<file path="config.mk">
export PLATFORM = sky130hd
export DESIGN_NAME = fifo_stream_reader_flat
export DESIGN_NICKNAME = d
export VERILOG_FILES = /design/src/rtl/fifo_stream_reader_if.sv /design/src/rtl/fifo_stream_reader.sv /design/src/flat_wrapper.sv
export SDC_FILE = /design/constraint.sdc
export NUM_CORES = 1
export LEC_CHECK = 0
export ABC_CLOCK_PERIOD_IN_PS = 2700
export BUFFER_PORTS_ARGS = -buffer_cell sky130_fd_sc_hd__buf_4
export CORE_UTILIZATION = 53
export CTS_CLUSTER_SIZE = 12
export DETAILED_ROUTE_END_ITERATION = 10
export GPL_TIMING_DRIVEN = 0
export PLACE_DENSITY = 0.75
export SYNTH_ARGS = -nofsm -noshare
export SYNTH_HDL_FRONTEND = slang
export SYNTH_SLANG_ARGS = --single-unit
</file>
<file path="constraint.sdc">
create_clock -name clk -period 2.7 [get_ports clk]
set_clock_uncertainty 0.2 [all_clocks]
set_input_delay 0.135 -clock clk [delete_from_list [all_inputs] [get_ports clk]]
set_output_delay 0.135 -clock clk [all_outputs]
set_load 0.01 [all_outputs]
</file>
<file path="src/rtl/fifo_stream_reader_if.sv">
// Read-port and stream-side signals of the FIFO stream reader.
// master = the reader block, slave = the FIFO/consumer environment around it.
interface fifo_stream_reader_if #(
    parameter int DATA_WIDTH = 8
);
    logic [DATA_WIDTH-1:0] fifo_dout;
    logic                  fifo_empty;
    logic                  fifo_rd_en;
    logic [DATA_WIDTH-1:0] m_data;
    logic                  m_valid;
    logic                  m_ready;
    logic                  m_last;

    modport master (
        input  fifo_dout,
        input  fifo_empty,
        input  m_ready,
        output fifo_rd_en,
        output m_data,
        output m_valid,
        output m_last
    );

    modport slave (
        output fifo_dout,
        output fifo_empty,
        output m_ready,
        input  fifo_rd_en,
        input  m_data,
        input  m_valid,
        input  m_last
    );
endinterface

</file>
<file path="src/rtl/fifo_stream_reader.sv">
// Drains a non-FWFT FIFO into a framed valid/ready stream; first beat RD_LATENCY+1 cycles after the read.
// Credit-limited skid buffer of RD_LATENCY+1 words; reads stop in the same cycle the credits run out.
module fifo_stream_reader #(
    parameter int DATA_WIDTH = 8,
    parameter int RD_LATENCY = 1,
    parameter int PKT_LEN    = 16
) (
    input  logic clk,
    input  logic rst_n,
    fifo_stream_reader_if.master bus
);
    localparam int DEPTH  = RD_LATENCY + 1;
    localparam int PTR_W  = $clog2(DEPTH);
    localparam int CNT_W  = $clog2(DEPTH + 1) + 1;
    localparam int BEAT_W = (PKT_LEN > 1) ? $clog2(PKT_LEN) : 1;

    typedef logic [PTR_W-1:0]  ptr_t;
    typedef logic [CNT_W-1:0]  cnt_t;
    typedef logic [BEAT_W-1:0] beat_t;

    logic [DATA_WIDTH-1:0] buf_mem [DEPTH];
    ptr_t                  wr_ptr;
    ptr_t                  rd_ptr;
    cnt_t                  occ;
    logic [RD_LATENCY-1:0] pipe;
    beat_t                 beat;

    logic                  capture;
    logic                  pop;
    logic                  rd_issue;
    logic                  valid_q;
    logic                  last_q;
    logic [DATA_WIDTH-1:0] data_q;
    cnt_t                  in_flight;
    cnt_t                  credits;

    // DEPTH is 3 for RD_LATENCY=2, so wrap must be an explicit compare.
    function automatic ptr_t ptr_inc(input ptr_t p);
        return (p == ptr_t'(DEPTH - 1)) ? '0 : ptr_t'(p + 1'b1);
    endfunction

    assign capture = pipe[RD_LATENCY-1];
    assign valid_q = (occ != '0);
    assign data_q  = buf_mem[rd_ptr];
    assign last_q  = valid_q && (beat == beat_t'(PKT_LEN - 1));
    assign pop     = valid_q && bus.m_ready;

    always_comb begin
        in_flight = '0;
        for (int i = 0; i < RD_LATENCY; i++) begin
            in_flight = in_flight + cnt_t'(pipe[i]);
        end
    end

    // A pop in this cycle frees a slot, which is what keeps full rate at DEPTH credits.
    assign credits  = occ + in_flight - cnt_t'(pop);
    assign rd_issue = rst_n && !bus.fifo_empty && (credits < cnt_t'(DEPTH));

    assign bus.fifo_rd_en = rd_issue;
    assign bus.m_valid    = valid_q;
    assign bus.m_data     = data_q;
    assign bus.m_last     = last_q;

    always_ff @(posedge clk or negedge rst_n) begin
        if (!rst_n) begin
            pipe <= '0;
        end else begin
            pipe[0] <= rd_issue;
            for (int i = 1; i < RD_LATENCY; i++) begin
                pipe[i] <= pipe[i-1];
            end
        end
    end

    always_ff @(posedge clk or negedge rst_n) begin
        if (!rst_n) begin
            for (int i = 0; i < DEPTH; i++) begin
                buf_mem[i] <= '0;
            end
            wr_ptr <= '0;
        end else if (capture) begin
            buf_mem[wr_ptr] <= bus.fifo_dout;
            wr_ptr          <= ptr_inc(wr_ptr);
        end
    end

    always_ff @(posedge clk or negedge rst_n) begin
        if (!rst_n) begin
            rd_ptr <= '0;
        end else if (pop) begin
            rd_ptr <= ptr_inc(rd_ptr);
        end
    end

    always_ff @(posedge clk or negedge rst_n) begin
        if (!rst_n) begin
            occ <= '0;
        end else begin
            case ({capture, pop})
                2'b10:   occ <= occ + 1'b1;
                2'b01:   occ <= occ - 1'b1;
                default: occ <= occ;
            endcase
        end
    end

    always_ff @(posedge clk or negedge rst_n) begin
        if (!rst_n) begin
            beat <= '0;
        end else if (pop) begin
            beat <= (beat == beat_t'(PKT_LEN - 1)) ? '0 : beat_t'(beat + 1'b1);
        end
    end

    overflow_guard: assert property (@(posedge clk) disable iff (!rst_n)
        !(capture && (occ == cnt_t'(DEPTH)) && !pop));

    credit_bound: assert property (@(posedge clk) disable iff (!rst_n)
        (occ + in_flight) <= cnt_t'(DEPTH));

    stall_hold: assert property (@(posedge clk) disable iff (!rst_n)
        (valid_q && !bus.m_ready) |=> (valid_q && $stable(data_q) && $stable(last_q)));

endmodule

</file>
<file path="src/flat_wrapper.sv">
// flat-port wrapper written by rule: the top's interface ports become plain ports
module fifo_stream_reader_flat 
#(
    parameter int DATA_WIDTH = 8,
    parameter int RD_LATENCY = 1,
    parameter int PKT_LEN    = 16
)
  (clk, rst_n, bus_fifo_dout, bus_fifo_empty, bus_m_ready, bus_fifo_rd_en, bus_m_data, bus_m_valid, bus_m_last);
  fifo_stream_reader_if #(.DATA_WIDTH(DATA_WIDTH)) bus_i ();
  input  logic clk;
  input  logic rst_n;
  input wire logic [$bits(bus_i.fifo_dout)-1:0] bus_fifo_dout;
  input wire logic [$bits(bus_i.fifo_empty)-1:0] bus_fifo_empty;
  input wire logic [$bits(bus_i.m_ready)-1:0] bus_m_ready;
  output wire logic [$bits(bus_i.fifo_rd_en)-1:0] bus_fifo_rd_en;
  output wire logic [$bits(bus_i.m_data)-1:0] bus_m_data;
  output wire logic [$bits(bus_i.m_valid)-1:0] bus_m_valid;
  output wire logic [$bits(bus_i.m_last)-1:0] bus_m_last;
  assign bus_i.fifo_dout = bus_fifo_dout;
  assign bus_i.fifo_empty = bus_fifo_empty;
  assign bus_i.m_ready = bus_m_ready;
  assign bus_fifo_rd_en = bus_i.fifo_rd_en;
  assign bus_m_data = bus_i.m_data;
  assign bus_m_valid = bus_i.m_valid;
  assign bus_m_last = bus_i.m_last;
  fifo_stream_reader #(.DATA_WIDTH(DATA_WIDTH), .RD_LATENCY(RD_LATENCY), .PKT_LEN(PKT_LEN)) u_core (.clk(clk), .rst_n(rst_n), .bus(bus_i));
endmodule
</file>
Yosys cells after proc, flatten, opt, wreduce, memory -nomap -nowiden
Index checks and enable logic that the tools add are counted.

Add/sub/neg operators: 7. $mul: 0. Divide/modulo/power cells: 0. Magnitude comparators: 4. Eq/ne operators: 3. Shift-type cells: 0. Mux-type cells: 10. Bitwise logic cells: 2. Reductions and logical operators: 8.

Operator list (number): 8-bit 2-to-1 mux (4); 16-bit bitwise mux (1); 8-bit demux with 1-bit select (1); 3-bit case mux with 2 select lines (1); 1-bit logical AND (5); 4-bit by 1-bit adder with 4-bit output (second input constant) (1); 4-bit equality test (second input constant) (1); 2-bit >= comparator (second input constant) (2); 4-bit 2-to-1 mux (1); 1-bit NOT with 2-bit output (2); 3-bit by 1-bit adder with 3-bit output (1); 3-bit by 1-bit adder with 3-bit output (second input constant) (1); 3-bit by 2-bit less-than comparator with 1-bit output (second input constant) (1); 3-bit nonzero test (1); 3-bit by 1-bit subtractor with 3-bit output (1); 3-bit by 1-bit subtractor with 3-bit output (second input constant) (1); 1-bit adder (second input constant) (2); 2-bit by 1-bit equality test with 1-bit output (second input constant) (1); 2-bit equality test (second input constant) (1); 2-bit by 1-bit less-than comparator with 1-bit output (second input constant) (1); 1-bit 2-to-1 mux (2); 2-bit nonzero test (1); 1-bit zero test (1).

Flip-flop bits (word level): 26. Latch bits: 0. Bits in writable memories: 0. ROM bits: 0. Bits of input ports: 12. Output and inout bits: 11. Word-level logic and storage cells: 41. Memories: 0.

Longest topological paths before layout
Gate-level depths: netlist of the first run.

Word-level depth: 6. Depth in mapped cells: 8. Depth with buffers taken out: 7.

Worst setup path before layout of the first run
Ideal clock, no wire load.

Path type: register to register. From: register u_core.occ[1]. To: register u_core.pipe, in the netlist u_core.capture. Setup time: 0.148 ns. Arrival: 2.243 ns. Required time: 2.352 ns. Path slack: 0.109 ns. Cell stages (with the launch flop): 9. Path buffers: 1. Clock period less this slack: 2.591 ns. Path through: dfrtp_1 -> o31a_1 -> buf_6 -> ha_1 -> nand2b_1 -> fa_1 -> xnor2_1 -> xnor2_1 -> nor3_1.

Cells in the longest elaborated chain, start to end: 5. Elaborated cells between the ends (all ways): 6. Those cells by class: add/sub: 2; order compare: 1; reduce/logical: 3.

RTL lines: from (decl) (RTL line fifo_stream_reader.sv:24) `cnt_t occ;`; from (signal assigned) (RTL line fifo_stream_reader.sv:100) `2'b10: occ <= occ + 1'b1;`; from (signal assigned) (RTL line fifo_stream_reader.sv:101) `2'b01: occ <= occ - 1'b1;`; 3-bit nonzero test (RTL line fifo_stream_reader.sv:43) `assign valid_q = (occ != '0);`; 1-bit logical AND (RTL line fifo_stream_reader.sv:46) `assign pop = valid_q && bus.m_ready;`; via u_core.pop (RTL line fifo_stream_reader.sv:29) `logic pop;`; 3-bit by 1-bit subtractor with 3-bit output (RTL line fifo_stream_reader.sv:56) `assign credits = occ + in_flight - cnt_t'(pop);`; 3-bit by 2-bit less-than comparator with 1-bit output (RTL line fifo_stream_reader.sv:57) `assign rd_issue = rst_n && !bus.fifo_empty && (credits < cnt_t'(DEPTH));`; 1-bit logical AND (RTL line fifo_stream_reader.sv:57); via bus_fifo_rd_en (RTL line flat_wrapper.sv:15) `output wire logic [$bits(bus_i.fifo_rd_en)-1:0] bus_fifo_rd_en;`; to (signal, indexed assignment) (RTL line fifo_stream_reader.sv:70) `pipe[i] <= pipe[i-1];`; to (decl) (RTL line fifo_stream_reader.sv:25) `logic [RD_LATENCY-1:0] pipe;`.

The timed path passes the listed nets, and every way through them passes these cells. A chain may end at the register's enable or synchronous reset.

Final worst setup path of the first run
From: register u_core.occ[1]. To: output bus_fifo_rd_en.

Cells in the longest elaborated chain, start to end: 5. Elaborated cells between the ends (all ways): 6. Those cells by class: add/sub: 2; order compare: 1; reduce/logical: 3.

RTL lines (RTL line): parallel branches: the longest is 2 deep, another holds 3-bit by 1-bit adder with 3-bit output; 3-bit by 1-bit subtractor with 3-bit output * (fifo_stream_reader.sv:56); 3-bit by 2-bit less-than comparator with 1-bit output * (fifo_stream_reader.sv:57); 1-bit logical AND * (fifo_stream_reader.sv:57); to (decl) (flat_wrapper.sv:15).

Mark *: on every way between the ends.

==> results of run 1 <==
==> final cells by class <==
class / count / area [µm²]
Buffer: 1 / 5.00
Clock buffer: 4 / 36.3
Fill cell: 138 / 544
Inverter: 4 / 15.0
Multi-Input combinational cell: 56 / 599
Sequential cell: 26 / 652
Tap cell: 28 / 35.0
Timing Repair Buffer: 40 / 325
==> how the worst max path moves through the flow <==
stage / cells past startpoint / endpoint / startpoint
3_3_place_gp: 9 / bus_fifo_rd_en / u_core.occ[1]
2_1_floorplan: 8 / u_core.capture / u_core.occ[1]
5_1_grt: 8 / bus_fifo_rd_en / u_core.occ[1]
6_report: 8 / bus_fifo_rd_en / u_core.occ[1]
4_1_cts: 9 / bus_fifo_rd_en / u_core.occ[2]
3_5_place_dp: 9 / bus_fifo_rd_en / u_core.occ[1]
==> worst register-to-register path, stage by stage (launching register included) <==
cell,delay [ns]
dfrtp_2,0.43
o31a_1,0.35
ha_4,0.23
nand2b_4,0.14
fa_2,0.38
xnor2_2,0.16
xnor2_2,0.15
nor3_2,0.20
buf_4,0.14
buf_4,0.09
buf_4,0.09
==> through the flow <==
step,worst slack (ns),hold WS [ns]
after detailed placement,-0.0668,-0.140
after global routing,-0.220,0.0505
after CTS,-0.161,0.0332
after global placement,-0.0217,-0.141
final,-0.158,0.0281
after floorplan,0.109,-0.361
==> repair_timing <==
action | CTS | global route
hold buffers | 10 | 0
buffers inserted | 7 | 2
pin swaps | 6 | 5
gates resized for setup | 6 | 1
endpoints found under the hold margin | 43 | 0
endpoints found under the setup margin | 1 | 2
==> cells by family (layout without fill, tap and decap cells) <==
family | after synthesis | in the layout | share of synthesized area
AND/OR/NAND/NOR | 10 | 10 | 0.0485
flip-flops | 26 | 26 | 0.525
XOR/XNOR | 8 | 8 | 0.0566
adder cells (fa/ha/maj) | 5 | 5 | 0.0626
multiplexers | 27 | 27 | 0.251
AO/OA/AOI/OAI | 6 | 6 | 0.0313
buffers and inverters | 6 | 49 | 0.0252
==> layout by cell type, fill, tap and decap left out <==
master	n
buf_4	30
dfrtp_1	25
mux2_2	24
dlygate4sd3_1	10
inv_1	4
xor2_1	4
nand2_1	3
clkbuf_4	3
xnor2_2	2
o21ai_0	2
xnor2_1	2
mux2_4	2
ha_1	2
o31a_1	1
buf_2	1
or3_2	1
nand2b_4	1
nor3_2	1
and4_1	1
nor2_4	1
nand4_1	1
a21oi_1	1
o311ai_0	1
a31oi_1	1
mux2i_1	1
nor2_1	1
fa_1	1
fa_2	1
ha_4	1
clkbuf_8	1
dfrtp_2	1
==> sequential cells by signal, indices dropped and copies added (netlist names) <==
| register | count |
|---|---|
| u_core.buf_mem | 16 |
| u_core.wr_ptr | 1 |
| u_core.beat | 4 |
| u_core.occ | 3 |
| u_core.rd_ptr | 1 |
| u_core.capture | 1 |
==> cell usage after synthesis, types with 2 or more instances <==
master    n
mux2_2   24
inv_1     4
mux2_4    2
dfrtp_1  26
nand2_1   3
fa_1      2
o21ai_0   2
xor2_1    4
ha_1      3
xnor2_1   4
==> per-layer routing <==
metal / global-route usage / vias to the layer above / share of wire
met5: 0 / - / 0
met4: 0.0972 / 0 / 0.016
met3: 0.0273 / 5 / 0.025
met2: 0.369 / 15 / 0.51
met1: 0.258 / 409 / 0.45
li1: - / 392 / -
==> power by group through the flow <==
stage / sequential (mW) / clock (mW) / combinational (mW)
floorplan: 0.703 / 0 / 0.641
global placement: 0.727 / 0 / 0.860
detailed placement: 0.742 / 0 / 0.899
CTS: 0.710 / 0.204 / 1.05
global route: 0.741 / 0.219 / 1.19
finish: 0.716 / 0.200 / 1.10
==> run summary, run 1 <==
Area share of the largest cell type after synthesis - 0.525
Final hold vios - 0
Setup violations, final - 1
Internal power - 1.31 mW
WP data arrival - 2.52 ns
Leak - 0.767 nW
Max frequency - 0.350 GHz
Port Buffers - 22
Final period util - 1.06
Site row count - 17
Final worst slack - -0.158 ns
DR WL/cell - 15.2 µm
Setup TNS - -0.158 ns
Share of layout cells above drive strength 1 - 0.534
Avg Cell Area, Syn - 14.1 µm²
Post-synth EDFFs - 0
Total CTS buffers - 3
First-pass GRT wire length - 3910 µm
Combinational fraction of design power - 0.546
Layout Cells excl Fill - 159
# Max-Cap Violations - 0
Ys Warns - 0
Max Root-Sink Buffers - 2
Ys flop type - dfrtp_1
CP Capture Type - output port
Final instance area - 1670 µm²
Full die area - 2530 µm²
Detailed Route WL - 2410 µm
Clock Latency Late Sink - 0.33 ns
Worst path buffer plus inverter count - 1
HP Class - input port to asynchronous set/reset pin
Startpoint Class - flop
RSZ-0062 raised after global routing - yes
Final min period - 2.86 ns
Slew Limit Fails - 0
Fin nets - 149
Mapped cell area - 1240 µm²
Die extent in x - 50.3 µm
Critical Path RT - 2.37 ns
Gpl congestion - 0.706
Crit Path Class - flop to output port
Sw frac - 0.349
Slew Limit Headroom - 0.743
Total GRT Usage - 0.211
Critical Path Max Stage Delay - 0.43 ns
Cell breakdown of the critical path - o31a_1, ha_4, nand2b_4, fa_2, xnor2_2, xnor2_2, nor3_2, buf_4
Cell taking the most area after synthesis - dfrtp_1
Flops & latches, synth - 26
CTS tree - done
Reg2reg setup slack - 0.09 ns
P&R area growth vs syn - 34.6%
Cells after Synth - 88
Register share of total power - 0.355
RR Startpoint - u_core.occ[1]
Dpl cell area - 1440 µm²
Synth top area cells - dfrtp_1, mux2_2, fa_1
H-tree depth - 1
Vias post-DR - 821
CTS Root Cell - clkbuf_4
Drt initial violations - 9
Switch Pwr - 0.705 mW
Die height - 50.3 µm
Num Clock Sinks - 26
Seq/Total Area, Yosys - 0.525
Synthesized Nets - 105
Critical path's slowest cell - dfrtp_2
Status - finished, violations left
Cell mode on critical path - xnor2_2
GRT Residual Overflow - 0
Drt first pass iters - 4
Clock transition at path regs - 0.14 ns
Synth cell types - 24
Initial Util - 0.560
Vias in the first global route - 871
Placed insts - 138
Largest net degree at the start of global routing - 28
Top delay family on crit path - adder cells
PwrDens - 1210 nW/µm²
Routed vias/inst - 5.16
R2R depth - 10
Total power - 2.02 mW
Reg2reg end - u_core.capture
Failing checks - negative setup slack
DPL Wire Length - 1470 µm
CP Max Fanout - 2
N_diodes - 0
Ports - 23
Antenna violations before repair - 0
Final core occ - 0.754
Post-synth ARST share - 1.00
Worst-margin pin slew - 0.384 ns
Residual DRC count - 0
Post-route ant nets - 0
Clk pwr share - 0.099
Core area - 2210 µm²
Worst IR Drop VDD - 0.000855 V
Power figures use the tool's default switching activity.
==> run 2: changes to the inputs <==
--- a/config.mk
+++ b/config.mk
@@ -7,11 +7,12 @@
 export LEC_CHECK = 0
 export ABC_CLOCK_PERIOD_IN_PS = 2700
 export BUFFER_PORTS_ARGS = -buffer_cell sky130_fd_sc_hd__buf_4
-export CORE_UTILIZATION = 53
+export CORE_UTILIZATION = 56
+export CTS_BUF_LIST = sky130_fd_sc_hd__clkbuf_8
 export CTS_CLUSTER_SIZE = 12
 export DETAILED_ROUTE_END_ITERATION = 10
 export GPL_TIMING_DRIVEN = 0
-export PLACE_DENSITY = 0.75
+export PLACE_DENSITY = 0.78
 export SYNTH_ARGS = -nofsm -noshare
 export SYNTH_HDL_FRONTEND = slang
 export SYNTH_SLANG_ARGS = --single-unit
==> run 2 against run 1 <==
Net effect: the flow still finishes with violations (negative setup slack); power down 3.6%; wire length fell by 0.54%; via count is 0.12% lower; combinational power decreased by 8%; clock-buffer cell count shrank 1; setup slack improved by 0.13 ns; flip-flop and latch count did not move; register-to-register slack improved by 0.34 ns; maximum frequency increased by 4.7%; sequential power increased by 2%; critical path type unchanged.
==> run summary, run 2 (same netlist as run 1, synthesis figures left out) <==
Status - finished, violations left
Failing checks - negative setup slack
Drt initial violations - 5 (-4)
Final period util - 1.01 (-0.0479)
Largest net degree at the start of global routing - 28 (unchanged)
Port Buffers - 22 (unchanged)
CTS tree - done
Initial Util - 0.613 (+0.0527)
# Max-Cap Violations - 0 (unchanged)
Die extent in x - 49.0 µm (-2.6%)
Critical Path Max Stage Delay - 0.42 ns (about the same)
Vias in the first global route - 843 (-3.2%)
N_diodes - 0 (unchanged)
Worst IR Drop VDD - 0.000803 V (-6.0%)
DP Worst Slack - -0.0487 ns (+0.0181 ns)
Leak - 0.735 nW (-4.2%)
Clock transition at path regs - 0.08 ns (-0.06 ns)
Full die area - 2400 µm² (-5.2%)
Startpoint Class - flop
Critical Path RT - 2.37 ns (about the same)
Cell breakdown of the critical path - o31a_1, ha_4, nand2b_4, fa_2, xnor2_2, xnor2_1, nor3_2, buf_4
Fillers - 124 (-10%)
Crit Path Class - flop to output port
Slew Limit Headroom - 0.764 (+0.0202)
Most frequent cells in the layout - buf_4, mux2_2, dfrtp_1
Worst-margin pin slew - 0.354 ns (-0.0302 ns)
Ports - 23 (unchanged)
Drt first pass iters - 4 (unchanged)
Critical path's slowest cell - dfrtp_2
Final worst slack - -0.0287 ns (+0.129 ns)
Fin nets - 144 (-3.4%)
Routed vias/inst - 5.39 (+4.5%)
Post-route ant nets - 0 (unchanged)
Share of layout cells above drive strength 1 - 0.512 (-0.0224)
Gpl congestion - 0.685 (-3.0%)
PwrDens - 1190 nW/µm² (-1.3%)
Total CTS buffers - 3 (unchanged)
P&R area growth vs syn - 31.4%
GRT Residual Overflow - 0 (unchanged)
CP Capture Type - output port
Reg with most FFs - u_core.buf_mem
Final core occ - 0.805 (+0.0511)
HP Class - input port to flop
Final hold vios - 0 (unchanged)
Vias post-DR - 820 (-0.12%)
Top delay family on crit path - adder cells
DR WL/cell - 15.8 µm (+4.0%)
Setup violations, final - 1 (unchanged)
Max frequency - 0.366 GHz (+4.7%)
H-tree depth - 1 (unchanged)
CTS Root Cell - clkbuf_8
Total GRT Usage - 0.227 (+0.0154)
Detailed Route WL - 2400 µm (-0.54%)
Antenna violations before repair - 0 (unchanged)
Commonest non-fill, non-tap cell in the layout - buf_4
Max reg flops - 16 (unchanged)
Die height - 49.0 µm (-2.6%)
First-pass GRT wire length - 4020 µm (+3.0%)
Total power - 1.95 mW (-3.6%)
Site row count - 16 (-1)
Worst path buffer plus inverter count - 1 (unchanged)
DPL Wire Length - 1440 µm (-2.0%)
Final min period - 2.73 ns (-0.129 ns)
WP data arrival - 2.39 ns (-0.13 ns)
RSZ-0062 raised after global routing - yes
Residual DRC count - 0 (unchanged)
Max Root-Sink Buffers - 2 (unchanged)
Core area - 2020 µm² (-8.6%)
CP Max Fanout - 2 (unchanged)
Final instance area - 1630 µm² (-2.4%)
Dpl cell area - 1440 µm² (about the same)
Largest regs - u_core.buf_mem (16), u_core.beat (4), u_core.occ (3)
Slew Limit Fails - 0 (unchanged)
Clock Latency Late Sink - 0.26 ns (-0.07 ns)
Num Clock Sinks - 26 (unchanged)
-- run 2: cell types whose count changed in the layout (fill, tap and decap cells not counted) --
cell	before	now
clkbuf_8	1	3
clkbuf_4	3	0
dfrtp_2	1	2
xnor2_2	2	1
buf_4	30	25
xnor2_1	2	3
dfrtp_1	25	24
-- run 2: worst min-delay path, delay by kind of cell --
family | cells | cell delay (ns)
AOI/OAI and AO/OA | 3 | 0.23
buffers and inverters | 1 | 0.11
-- run 2: report_power, final --
group | leakage [nW] | switching [mW] | total, mW | internal [mW]
registers | 0.309 | 0.140 | 0.733 | 0.593
clock network | 0.0216 | 0.105 | 0.204 | 0.0994
logic | 0.404 | 0.422 | 1.01 | 0.586
total | 0.735 | 0.667 | 1.95 | 1.28
-- run 2: routing by layer --
layer,part of all wire,vias up,wire [µm],global-route usage
met1,0.45,412,1080,0.303
li1,-,390,-,-
met4,0.0058,0,14,0.0588
met5,0,-,0,0
met3,0.020,2,48,0.0187
met2,0.52,16,1260,0.398
-- run 2: final cells by class --
type / instances / area [µm²] / share of cell area
flip-flops and latches: 26 / 653 / 0.401
inverters: 4 / 15.0 / 0.00922
multi-input cells: 56 / 592 / 0.364
well taps: 27 / 33.8 / 0.0208
clock buffers: 3 / 41.3 / 0.0254
repair buffers: 35 / 288 / 0.177
plain buffers: 1 / 5.00 / 0.00307
-- run 2: metrics by stage --
| step | cells | hold slack [ns] | TNS [ns] |
|---|---|---|---|
| finish | 152 | 0.0649 | -0.0287 |
| global route | 152 | 0.0929 | -0.142 |
| CTS | 153 | 0.0602 | -0.0930 |
| detailed placement | 137 | -0.137 | -0.0487 |
| global placement | 137 | -0.143 | -0.0111 |
| floorplan | 88 | -0.361 | 0 |
-- run 2: what timing repair did --
item	CTS	global route
endpoints found under the setup margin	1	1
hold buffers	10	0
pin swaps	6	5
gates resized for setup	7	0
setup buffers	3	0
endpoints found under the hold margin	43	0
-- run 2: worst paths after layout --
kind / start / to / slack [ns] / depth (start not counted)
worst min-delay path: bus_m_ready / u_core.beat[3] / 0.06 / 4
worst max register to register: u_core.occ[2] / u_core.capture / 0.43 / 7
worst min register to register: u_core.buf_mem[15] / u_core.buf_mem[15] / 0.31 / 1
worst max-delay path: u_core.occ[2] / bus_fifo_rd_en / -0.03 / 8
min in group asynchronous: rst_n / u_core.buf_mem[3] / 0.11 / 2
max in group asynchronous: rst_n / u_core.occ[1] / 1.92 / 2
==> run 3: changes to the inputs <==
--- a/config.mk
+++ b/config.mk
@@ -8,7 +8,7 @@
 export ABC_CLOCK_PERIOD_IN_PS = 2700
 export BUFFER_PORTS_ARGS = -buffer_cell sky130_fd_sc_hd__buf_4
 export CORE_UTILIZATION = 56
-export CTS_BUF_LIST = sky130_fd_sc_hd__clkbuf_8
+export CTS_BUF_LIST = sky130_fd_sc_hd__clkbuf_2
 export CTS_CLUSTER_SIZE = 12
 export DETAILED_ROUTE_END_ITERATION = 10
 export GPL_TIMING_DRIVEN = 0
==> run 3 against run 2 <==
Net effect: the flow still finishes with violations (negative setup slack); final area barely moved; critical path type unchanged; via count rose by 0.61%; setup slack got worse by 0.14 ns; first-iteration DRC count did not move; register-to-register slack got worse by 0.04 ns; highest routed layer unchanged; global-route usage fell by 1.3 points; sequential share of layout area barely moved; largest cell class unchanged.
==> run summary, run 3 (same netlist as run 1, synthesis figures left out) <==
Status - finished, violations left
Failing checks - negative setup slack
Total CTS buffers - 3 (unchanged)
WP data arrival - 2.53 ns (+0.14 ns)
Reg with most FFs - u_core.buf_mem
Layout Cells excl Fill - 154 (+1.3%)
Worst path buffer plus inverter count - 1 (unchanged)
Detailed Route WL - 2320 µm (-3.1%)
Largest net degree at the start of global routing - 28 (unchanged)
Total GRT Usage - 0.214 (-0.0128)
Final worst slack - -0.167 ns (-0.139 ns)
Final min period - 2.87 ns (+0.139 ns)
Port Buffers - 22 (unchanged)
Ports - 23 (unchanged)
Worst IR Drop VDD - 0.000822 V (+2.4%)
GRT Residual Overflow - 0 (unchanged)
Die height - 49.0 µm (unchanged)
Final period util - 1.06 (+0.0513)
CP Max Fanout - 2 (unchanged)
Core area - 2020 µm² (unchanged)
Worst-margin pin slew - 0.368 ns (+0.0141 ns)
Residual DRC count - 0 (unchanged)
Max frequency - 0.349 GHz (-4.8%)
N_diodes - 0 (unchanged)
Num Clock Sinks - 26 (unchanged)
First-pass GRT wire length - 3800 µm (-5.5%)
Leak - 0.740 nW (+0.67%)
Cell breakdown of the critical path - o31a_1, ha_4, nand2b_4, fa_2, xnor2_2, xnor2_2, nor3_2, buf_4
Drt initial violations - 5 (unchanged)
H-tree depth - 1 (unchanged)
HP Class - input port to flop
Most frequent cells in the layout - buf_4, mux2_2, dfrtp_1
Max Root-Sink Buffers - 2 (unchanged)
P&R area growth vs syn - 31.5% (about the same)
Full die area - 2400 µm² (unchanged)
Largest regs - u_core.buf_mem (16), u_core.beat (4), u_core.occ (3)
Final core occ - 0.806 (about the same)
RSZ-0062 raised after global routing - yes
Initial Util - 0.613 (unchanged)
PwrDens - 1160 nW/µm² (-3.0%)
Vias post-DR - 825 (+0.61%)
Share of layout cells above drive strength 1 - 0.512 (about the same)
Critical Path Max Stage Delay - 0.47 ns (+0.05 ns)
DPL Wire Length - 1440 µm (unchanged)
Placed insts - 137 (unchanged)
CTS Root Cell - clkbuf_2
Total power - 1.89 mW (-2.9%)
Commonest non-fill, non-tap cell in the layout - buf_4
Fillers - 116 (-6.5%)
Setup violations, final - 1 (unchanged)
Site row count - 16 (unchanged)
DR WL/cell - 15.1 µm (-4.3%)
Crit Path Class - flop to output port
Clock Latency Late Sink - 0.33 ns (+0.07 ns)
Critical Path RT - 2.37 ns (about the same)
DP Worst Slack - -0.0487 ns (unchanged)
Slew Limit Fails - 0 (unchanged)
Routed vias/inst - 5.36 (-0.70%)
Die extent in x - 49.0 µm (unchanged)
Fin nets - 146 (+1.4%)
Final hold vios - 0 (unchanged)
Top delay family on crit path - adder cells
Critical path's slowest cell - dfrtp_2
CTS tree - done
# Max-Cap Violations - 0 (unchanged)
Post-route ant nets - 0 (unchanged)
Vias in the first global route - 828 (-1.8%)
Gpl congestion - 0.685 (unchanged)
Clock transition at path regs - 0.21 ns (+0.13 ns)
Cell mode on critical path - xnor2_2
Startpoint Class - flop
CP Capture Type - output port
Drt first pass iters - 4 (unchanged)
Max reg flops - 16 (unchanged)
Slew Limit Headroom - 0.754 (-0.00940)
Antenna violations before repair - 0 (unchanged)
## run 3: cell count changes in the layout (fill, tap and decap cells not counted)
cell	delta
clkbuf_2	+3
clkbuf_8	-3
dlygate4sd3_1	+2
xnor2_1	-1
xnor2_2	+1
## run 3: per-layer routing
metal,share of wire,vias to the layer above,GRT usage
met4,0.028,0,0.113
met2,0.49,23,0.350
met1,0.45,406,0.273
met3,0.034,6,0.0343
met5,0,-,0
li1,-,390,-
## run 3: metrics by stage
stage | hold WS (ns) | instance area, µm² | TNS (ns)
6_report | 0.160 | 1630 | -0.167
5_1_grt | 0.138 | 1630 | -0.282
4_1_cts | 0.00541 | 1620 | -0.218
3_5_place_dp | -0.137 | 1440 | -0.0487
3_3_place_gp | -0.143 | 1440 | -0.0111
2_1_floorplan | -0.361 | 1240 | 0
## run 3: worst paths after layout
kind	startpoint	end	slack (ns)	cells past startpoint
hold / removal	bus_m_ready	u_core.rd_ptr	0.16	4
setup / recovery	u_core.occ[2]	bus_fifo_rd_en	-0.17	8
min in group asynchronous	rst_n	u_core.buf_mem[0]	0.54	3
max in group asynchronous	rst_n	u_core.occ[2]	1.50	3
hold reg to reg	u_core.buf_mem[1]	u_core.buf_mem[1]	0.34	1
setup reg to reg	u_core.occ[2]	u_core.capture	0.39	7
## run 3: worst register-to-register path, stage by stage, from the launching register on
cell and delay (ns):
dfrtp_2 0.47, o31a_1 0.35, ha_4 0.22, nand2b_4 0.13, fa_2 0.35, xnor2_2 0.15
xnor2_2 0.15, nor3_2 0.21
## run 3: where the power goes
group          internal, mW  switching, mW
Clock                0.0302          0.103
Sequential            0.589          0.140
Combinational         0.597          0.429
Total                  1.22          0.672
## run 3: cell type report
class / instances / area [µm²] / area share
buffer: 1 / 5.00 / 0.00307
multi-input combinational: 56 / 599 / 0.368
inverter: 4 / 15.0 / 0.00922
clock buffer: 3 / 15.0 / 0.00922
tap: 27 / 33.8 / 0.0207
timing repair buffer: 37 / 308 / 0.189
sequential: 26 / 653 / 0.401
## run 3: what timing repair did
item,4_1_cts,5_1_grt
resized for setup,7,1
hold buffers,11,1
pin swaps,6,5
setup buffers,3,0
hold endpoints to repair,44,13
setup endpoints to repair,1,1
